--- src/rtl/serial_word_feeder.sv ---
// rtl/serial_word_feeder.sv - serializes a parallel word LSB-first into a downstream shift register, with optional preset pulse

module serial_word_feeder #(
  parameter int   WIDTH      = 4,
  parameter logic IDLE_LEVEL = 1'b0,
  localparam int  CW         = (WIDTH < 1) ? 1 : $clog2(WIDTH + 1)
) (
  input  logic             clockpulse,
  input  logic             clear,
  input  logic [WIDTH-1:0] dataIn,
  input  logic             loadPreset,
  input  logic [3:0]       presetIn,
  input  logic             dataValid,
  output logic             dataReady,
  output logic             serialOut,
  output logic             enablePreset,
  output logic [3:0]       presetOut,
  output logic             busy,
  output logic [CW-1:0]    bitCount,
  output logic             wordDone
);

  typedef enum logic [1:0] {
    IDLE   = 2'd0,
    PRESET = 2'd1,
    SHIFT  = 2'd2,
    DONE   = 2'd3
  } state_t;

  localparam logic [CW-1:0] LAST_BIT = CW'(WIDTH - 1);
  localparam logic [CW-1:0] ALL_BITS = CW'(WIDTH);

  state_t           state;
  // Bits still to be presented; bit 0 is always the next one to go out.
  logic [WIDTH-1:0] shift_q;

  // Handshake and busy are pure decodes of the state register, so they carry no input-to-output path.
  assign dataReady = (state == IDLE);
  assign busy      = (state == PRESET) || (state == SHIFT);

  // Single sequencer: accepts a word, optionally pulses preset, then walks the bits out one per clock.
  always_ff @(posedge clockpulse) begin
    if (clear) begin
      state        <= IDLE;
      shift_q      <= '0;
      serialOut    <= IDLE_LEVEL;
      enablePreset <= 1'b0;
      presetOut    <= 4'd0;
      bitCount     <= '0;
      wordDone     <= 1'b0;
    end else begin
      wordDone <= 1'b0;
      case (state)
        IDLE: begin
          bitCount <= '0;
          if (dataValid) begin
            if (loadPreset) begin
              // Hold the whole word; the preset cycle comes first.
              state        <= PRESET;
              shift_q      <= dataIn;
              enablePreset <= 1'b1;
              presetOut    <= presetIn;
              serialOut    <= IDLE_LEVEL;
            end else begin
              // Bit 0 goes out in the very next cycle.
              state     <= SHIFT;
              serialOut <= dataIn[0];
              shift_q   <= dataIn >> 1;
            end
          end
        end

        PRESET: begin
          // Preset pins drop back to zero as soon as the pulse cycle ends.
          state        <= SHIFT;
          enablePreset <= 1'b0;
          presetOut    <= 4'd0;
          serialOut    <= shift_q[0];
          shift_q      <= shift_q >> 1;
          bitCount     <= '0;
        end

        SHIFT: begin
          if (bitCount == LAST_BIT) begin
            state     <= DONE;
            wordDone  <= 1'b1;
            bitCount  <= ALL_BITS;
            serialOut <= IDLE_LEVEL;
          end else begin
            bitCount  <= bitCount + CW'(1);
            serialOut <= shift_q[0];
            shift_q   <= shift_q >> 1;
          end
        end

        DONE: begin
          state    <= IDLE;
          bitCount <= '0;
        end

        default: begin
          state     <= IDLE;
          serialOut <= IDLE_LEVEL;
        end
      endcase
    end
  end

endmodule

--- config.mk ---
export PLATFORM = sky130hd
export DESIGN_NAME = serial_word_feeder
export DESIGN_NICKNAME = d
export VERILOG_FILES = /design/src/rtl/serial_word_feeder.sv
export SDC_FILE = /design/constraint.sdc
export NUM_CORES = 1
export LEC_CHECK = 0
export ABC_AREA = 1
export ABC_CLOCK_PERIOD_IN_PS = 2050
export BUFFER_PORTS_ARGS = -buffer_cell sky130_fd_sc_hd__buf_2
export CAP_MARGIN = 20
export CORE_AREA = 2 2 51 43
export CTS_BUF_LIST = sky130_fd_sc_hd__clkbuf_8 sky130_fd_sc_hd__clkbuf_16
export DETAILED_ROUTE_END_ITERATION = 10
export DIE_AREA = 0 0 53 45
export HOLD_SLACK_MARGIN = 0.03
export PLACE_DENSITY = 0.73
export SLEW_MARGIN = 15
export SYNTH_ARGS = -nofsm -noshare
export SYNTH_HDL_FRONTEND = slang
export SYNTH_SLANG_ARGS = --single-unit
--- constraint.sdc ---
create_clock -name clockpulse -period 2.05 [get_ports clockpulse]
set_input_delay 0.5125 -clock clockpulse [delete_from_list [all_inputs] [get_ports clockpulse]]
set_output_delay 0.5125 -clock clockpulse [all_outputs]
set_load 0.02 [all_outputs]
==> flow_summary.rst, run 1 <==
.. list-table::
   :header-rows: 1

   * - Metric
     - Value
   * - Top FF cell, synth
     - dfxtp_1
   * - CTS HTree Levels
     - 1
   * - Reg2reg start
     - state[0]
   * - Worst r2r dst
     - state[0]
   * - Core Rows
     - 14
   * - Mapped Avg Cell Area
     - 6.89 um^2
   * - Worst Skew
     - 0.00584 ns
   * - Portion of the post-synthesis area used by sequential elements
     - 0.358
   * - Period minus WS final
     - 1.84 ns
   * - Hold bufs inserted after CTS
     - 0
   * - DRT antenna net count
     - 0
   * - Count of synthesis-stage warnings from yosys
     - 0
   * - Worst reg-to-reg path cell count
     - 6
   * - Routed via count
     - 857
   * - Post-DR vias/cell
     - 4.79
   * - Total of flip-flops plus latches after synthesis
     - 16
   * - Clock Sink Count
     - 16
   * - Critical Path AT
     - 1.32 ns
   * - Post-Synthesis Cell Area
     - 896 um^2
   * - Final setup slack of the worst path
     - 0.213 ns
   * - PwrDens
     - 1530 nW/um^2
   * - Cell chosen for the clock root
     - clkbuf_8
   * - Worst hold path type
     - flop to flop
   * - Horizontal die dimension
     - 53 um
   * - Capture endpoint of the worst hold path
     - bitCount[0]
   * - Number of endpoints with negative hold slack in the final report
     - 0
   * - Result of the run
     - finished clean
   * - Clk pin slew, worst setup/hold paths
     - 0.07 ns
   * - Count of unresolved DRC violations after routing
     - 0
   * - Total of endpoints with negative setup slack in the final report
     - 0
   * - Area of the core region
     - 1840 um^2
   * - Area of placed instances
     - 1020 um^2
   * - Start-to-end type of the worst setup path
     - flop to output pin
   * - Final clock period utilization by the worst path
     - 0.896
   * - Buffer depth of the longest clock path
     - 2
   * - Clock tree from TritonCTS
     - yes
   * - Number of setup buffers added after CTS
     - 0
   * - Max IR drop VDD
     - 0.000883 V
   * - Total detailed-routing wirelength
     - 1920 um
   * - Number of global-route vias before repair
     - 713
   * - Max FO, Critical Path
     - 7
   * - Post-synth cell types
     - 19
   * - Pre-CTS worst setup slack
     - 0.488 ns
   * - Post-DP HPWL
     - 1510 um
   * - Number of nets in the layout
     - 174
   * - Max-slew violations
     - 0
   * - Routed wire per std cell
     - 10.7 um
   * - Antenna diode instance count
     - 0
   * - Area Growth Syn to Fin
     - 20.5%
   * - Async S/R FF share, synth
     - 0
   * - Final Instance Area
     - 1080 um^2
   * - Pin slew with the least headroom to its limit
     - 0.340 ns
   * - Setup total negative slack
     - 0 ns
   * - Setup repair after global routing missed its margin
     - false
   * - Commonest cells in the synthesized netlist
     - nand2_1, inv_1, dfxtp_1
   * - Syn Nets
     - 148
   * - Post-synthesis cell type with the largest combined area
     - dfxtp_1
   * - Drt initial violations
     - 8
   * - FMAX
     - 544 MHz
   * - Global-route total usage across every layer
     - 0.179
   * - Final weighted congestion in routability-driven placement
     - 0.784
   * - Type of element launching the critical path
     - flop
   * - Top post-synthesis cells by area
     - dfxtp_1, nand2_1, ha_1
   * - Normalized max-slew margin
     - 0.772
   * - Cell depth of the worst min-delay path
     - 1
   * - Syn Inst Count
     - 130
   * - Critical Path RT
     - 1.54 ns
   * - Detailed Routing Iterations Pass 1
     - 4
   * - Top cell type's share of synthesized area
     - 0.358
   * - # IOs
     - 24
   * - Top-count cell post-synth
     - nand2_1
   * - Max capacitance violation total
     - 0
   * - Number of antenna violations at the first check in global routing
     - 0
   * - Worst skew pair latency
     - 0.25 ns
   * - Input/output buffers
     - 23
   * - Fraction of layout cells with a size suffix above 1
     - 0.219
   * - Die height
     - 45 um
   * - Starting utilization of the core area
     - 0.487
   * - Setup slack on the worst flop-to-flop path
     - 0.52 ns
   * - EDFF count, synth
     - 0
   * - Floorplan die area
     - 2390 um^2
   * - First-pass GRT wire length
     - 3050 um
   * - Leakage dissipation
     - 0.000576 uW
   * - Total global routing overflow
     - 0
   * - CTS-repair resized insts
     - 0
   * - Maximum number of pins on one net before global-route repair
     - 12
   * - Number of clock buffers inserted by TritonCTS
     - 3
   * - Nature of the critical path endpoint
     - output pin
   * - Origin of the worst min-delay path
     - bitCount[0]
per-stage QoR:
step                      cells  total power, uW  utilization  hold WS, ns
after global routing        179             1790        0.587        0.469
after floorplan             130             1180            -        0.451
after detailed placement    175             1380        0.557        0.436
after CTS                   179             1660        0.587        0.450
after global placement      175             1350        0.557        0.430
final                       179             1660        0.587        0.447
layout make-up:
cell class / count / area, um^2
multi-input cells: 92 / 484
flip-flops and latches: 16 / 320
repair buffers: 23 / 115
fillers: 190 / 759
clock buffers: 4 / 55.1
well taps: 24 / 30.0
inverters: 20 / 75.1
placed cells by master, fill, tap and decap left out, drive strengths merged:
cell type and n:
dfxtp 16, o21ai 3, nor4 1, nor3 2
ha 6, a21oi 9, inv 20, nand3b 4
nor2 15, clkbuf 4, nand3 10, buf 23
nand2 41, and2 1
worst max-delay path: stages, from the launching register on:
cell     delay (ns)
dfxtp_1        0.39
inv_1          0.09
ha_1           0.40
buf_2          0.20
routing by layer:
metal	vias to the layer above	part of all wire	wire (um)	track usage
li1	452	-	-	-
met1	391	0.48	917	0.234
met2	12	0.48	927	0.295
met3	2	0.033	64	0.0596
met4	0	0.0057	11	0.0308
met5	-	0	0	0
kinds of logic (layout without fill, tap and decap cells):
| kind of cell | count (synthesis) | count (layout) | share of synthesized area |
|---|---|---|---|
| DFF | 16 | 16 | 0.358 |
| and+or+nand+nor | 74 | 74 | 0.390 |
| AOI/OAI and AO/OA | 12 | 12 | 0.0670 |
| adders and majority gates | 6 | 6 | 0.0838 |
| buffers and inverters | 22 | 47 | 0.102 |
flip-flops by register name, summed over array words and instances (netlist names):
signal / count
serialOut: 1
bitCount: 3
enablePreset: 1
state: 2
wordDone: 1
presetOut: 4
shift_q: 4
worst max path at each step:
stage,startpoint,cells after the start,slack (ns),end
3_5_place_dp,state[1],3,0.49,busy
6_report,state[1],3,0.21,busy
2_1_floorplan,state[0],7,0.65,state[0]
5_1_grt,state[1],3,0.17,busy
4_1_cts,state[1],3,0.22,busy
3_3_place_gp,state[1],3,0.55,busy
where the power goes:
group | internal, uW | total [uW] | switching, uW
Clock | 170 | 282 | 112
Combinational | 307 | 903 | 597
Sequential | 411 | 471 | 60.5
No activity file was read; power rests on OpenSTA's default activity.
==> inputs of run 2 (changes only) <==
--- a/config.mk
+++ b/config.mk
@@ -9,12 +9,14 @@
 export ABC_CLOCK_PERIOD_IN_PS = 2050
 export BUFFER_PORTS_ARGS = -buffer_cell sky130_fd_sc_hd__buf_2
 export CAP_MARGIN = 20
-export CORE_AREA = 2 2 51 43
+export CELL_PAD_IN_SITES_DETAIL_PLACEMENT = 1
+export CELL_PAD_IN_SITES_GLOBAL_PLACEMENT = 1
+export CORE_AREA = 2 2 58 49
 export CTS_BUF_LIST = sky130_fd_sc_hd__clkbuf_8 sky130_fd_sc_hd__clkbuf_16
 export DETAILED_ROUTE_END_ITERATION = 10
-export DIE_AREA = 0 0 53 45
+export DIE_AREA = 0 0 60 51
 export HOLD_SLACK_MARGIN = 0.03
-export PLACE_DENSITY = 0.73
+export PLACE_DENSITY = 0.78
 export SLEW_MARGIN = 15
 export SYNTH_ARGS = -nofsm -noshare
 export SYNTH_HDL_FRONTEND = slang
==> run 2 against run 1 <==
  * Count of clock-buffer cells in the layout is the same
  * Die area rose by 28%
  * Via count rose by 1.8%
  * Critical endpoint unchanged
  * Sequential power about the same
  * Design area rose by 1.6%
==> flow_summary.rst, run 2 (synthesized netlist as in run 1, its figures left out) <==
.. list-table::
   :header-rows: 1

   * - Metric
     - Value
   * - Detailed Routing Iterations Pass 1
     - 4 (unchanged)
   * - Pin slew with the least headroom to its limit
     - 0.355 ns (+0.0147 ns)
   * - Max IR drop VDD
     - 0.000774 V (-12%)
   * - Floorplan die area
     - 3060 um^2 (+28%)
   * - Fill cell instance count of the final layout
     - 355 (+87%)
   * - Fin Hold WS
     - 0.449 ns (+0.00203 ns)
   * - Fraction of layout cells with a size suffix above 1
     - 0.219 (unchanged)
   * - CTS HTree Levels
     - 1 (unchanged)
   * - Maximum number of pins on one net before global-route repair
     - 12 (unchanged)
   * - Final Instance Area
     - 1100 um^2 (+1.6%)
   * - Total Power
     - 1680 uW (+1.6%)
   * - Routed via count
     - 872 (+1.8%)
   * - Commonest non-fill, non-tap cell in the layout
     - nand2_1
   * - Nature of the critical path endpoint
     - output pin
   * - Leakage dissipation
     - 0.000576 uW (unchanged)
   * - Area of the core region
     - 2570 um^2 (+40%)
   * - Area Growth Syn to Fin
     - 22.5%
   * - Clock tree from TritonCTS
     - yes
   * - Drt initial violations
     - 7 (-1)
   * - FMAX
     - 537 MHz (-1.4%)
   * - Start-to-end type of the worst setup path
     - flop to output pin
   * - Max capacitance violation total
     - 0 (unchanged)
   * - PwrDens
     - 1530 nW/um^2 (about the same)
   * - Most used cells in the layout excluding fill and tap cells
     - nand2_1, buf_2, inv_1, dfxtp_1, nor2_1
   * - Capture endpoint of the worst hold path
     - bitCount[0]
   * - Post-DP HPWL
     - 1840 um (+21%)
   * - Final core area utilization
     - 0.426 (-0.161)
   * - Normalized max-slew margin
     - 0.762 (-0.00984)
   * - Count of unresolved DRC violations after routing
     - 0 (unchanged)
   * - Final weighted congestion in routability-driven placement
     - 0.785 (about the same)
   * - Final clock period utilization by the worst path
     - 0.909 (+0.0123)
   * - Critical Path RT
     - 1.54 ns (about the same)
   * - Worst skew pair latency
     - 0.25 ns (about the same)
   * - Clock Sink Count
     - 16 (unchanged)
   * - CTS-repair resized insts
     - 0 (unchanged)
   * - Number of endpoints with negative hold slack in the final report
     - 0 (unchanged)
   * - Multi-input gate area
     - 484 um^2 (unchanged)
   * - Buffer depth of the longest clock path
     - 2 (unchanged)
   * - Cell chosen for the clock root
     - clkbuf_8
   * - Critical Path AT
     - 1.35 ns (+0.03 ns)
   * - Period minus WS final
     - 1.86 ns (+0.0253 ns)
   * - # IOs
     - 24 (unchanged)
   * - Area of placed instances
     - 1040 um^2 (+1.7%)
   * - Clk pin slew, worst setup/hold paths
     - 0.07 ns (about the same)
   * - Result of the run
     - finished clean
   * - Total detailed-routing wirelength
     - 2320 um (+21%)
   * - First-pass GRT wire length
     - 3880 um (+27%)
   * - Worst Skew
     - 0.00379 ns (-0.00205 ns)
   * - Horizontal die dimension
     - 60 um (+13%)
   * - Total of endpoints with negative setup slack in the final report
     - 0 (unchanged)
   * - Number of global-route vias before repair
     - 908 (+27%)
   * - Antenna diode instance count
     - 0 (unchanged)
   * - Setup repair after global routing missed its margin
     - false
   * - Worst hold path type
     - flop to flop
   * - Input/output buffers
     - 23 (unchanged)
   * - Starting utilization of the core area
     - 0.348 (-0.139)
   * - Cell depth of the worst min-delay path
     - 1 (unchanged)
   * - DRT antenna net count
     - 0 (unchanged)
   * - Max FO, Critical Path
     - 7 (unchanged)
   * - Worst reg-to-reg path cell count
     - 6 (unchanged)
   * - Hold bufs inserted after CTS
     - 0 (unchanged)
   * - Routed wire per std cell
     - 12.0 um (+12%)
   * - Core Rows
     - 17 (+3)
   * - Global-route total usage across every layer
     - 0.174 (-0.00568)
   * - Number of setup buffers added after CTS
     - 0 (unchanged)
   * - Setup slack on the worst flop-to-flop path
     - 0.47 ns (-0.05 ns)
   * - Max-slew violations
     - 0 (unchanged)
   * - Type of element launching the critical path
     - flop
   * - Reg2reg start
     - state[0]
   * - Die height
     - 51 um (+13%)
   * - Worst r2r dst
     - state[0]
   * - Post-DR vias/cell
     - 4.52 (-5.6%)
   * - Largest registers ranked by flip-flop count
     - presetOut (4), shift_q (4), bitCount (3)
   * - Total area of sequential cells
     - 320 um^2 (unchanged)
   * - Setup total negative slack
     - 0 ns (unchanged)
   * - Number of antenna violations at the first check in global routing
     - 0 (unchanged)
   * - Number of clock buffers inserted by TritonCTS
     - 3 (unchanged)
   * - Origin of the worst min-delay path
     - bitCount[0]
   * - Total global routing overflow
     - 0 (unchanged)
   * - Number of nets in the layout
     - 174 (unchanged)
-- run 2: worst max path at each step --
stage	start	endpoint	slack [ns]	depth (start not counted)
floorplan	state[0]	state[0]	0.65	7
detailed placement	state[0]	busy	0.45	3
CTS	state[0]	busy	0.17	3
global placement	state[1]	busy	0.54	3
global route	state[0]	busy	0.10	3
finish	state[0]	busy	0.19	3
-- run 2: cell type report --
| type | count | area share |
|---|---|---|
| Clock buffer | 4 | 0.0502 |
| Inverter | 20 | 0.0684 |
| Multi-Input combinational cell | 92 | 0.441 |
| Sequential cell | 16 | 0.292 |
| Tap cell | 38 | 0.0433 |
| Timing Repair Buffer | 23 | 0.105 |
-- run 2: per-stage QoR --
step | worst slack, ns | std cells
3_5_place_dp | 0.454 | 189
6_report | 0.188 | 193
2_1_floorplan | 0.655 | 130
5_1_grt | 0.103 | 193
4_1_cts | 0.173 | 193
3_3_place_gp | 0.544 | 189
-- run 2: critical path, cell delays in order, from the launching register on --
cell and delay (ns):
dfxtp_1 0.37, inv_1 0.09, ha_1 0.42, buf_2 0.21
-- run 2: metal layers --
| layer | share of wire | vias up | global-route usage |
|---|---|---|---|
| li1 | - | 454 | - |
| met1 | 0.46 | 399 | 0.207 |
| met2 | 0.49 | 14 | 0.286 |
| met3 | 0.036 | 5 | 0.0481 |
| met4 | 0.013 | 0 | 0.0778 |
| met5 | 0 | - | 0 |
-- run 2: where the power goes --
part / total (uW) / internal (uW) / switching [uW] / leakage [uW]
logic: 924 / 308 / 617 / 0.000416
clock network: 287 / 171 / 117 / 0.0000288
registers: 471 / 411 / 60.2 / 0.000131
total: 1680 / 889 / 794 / 0.000576
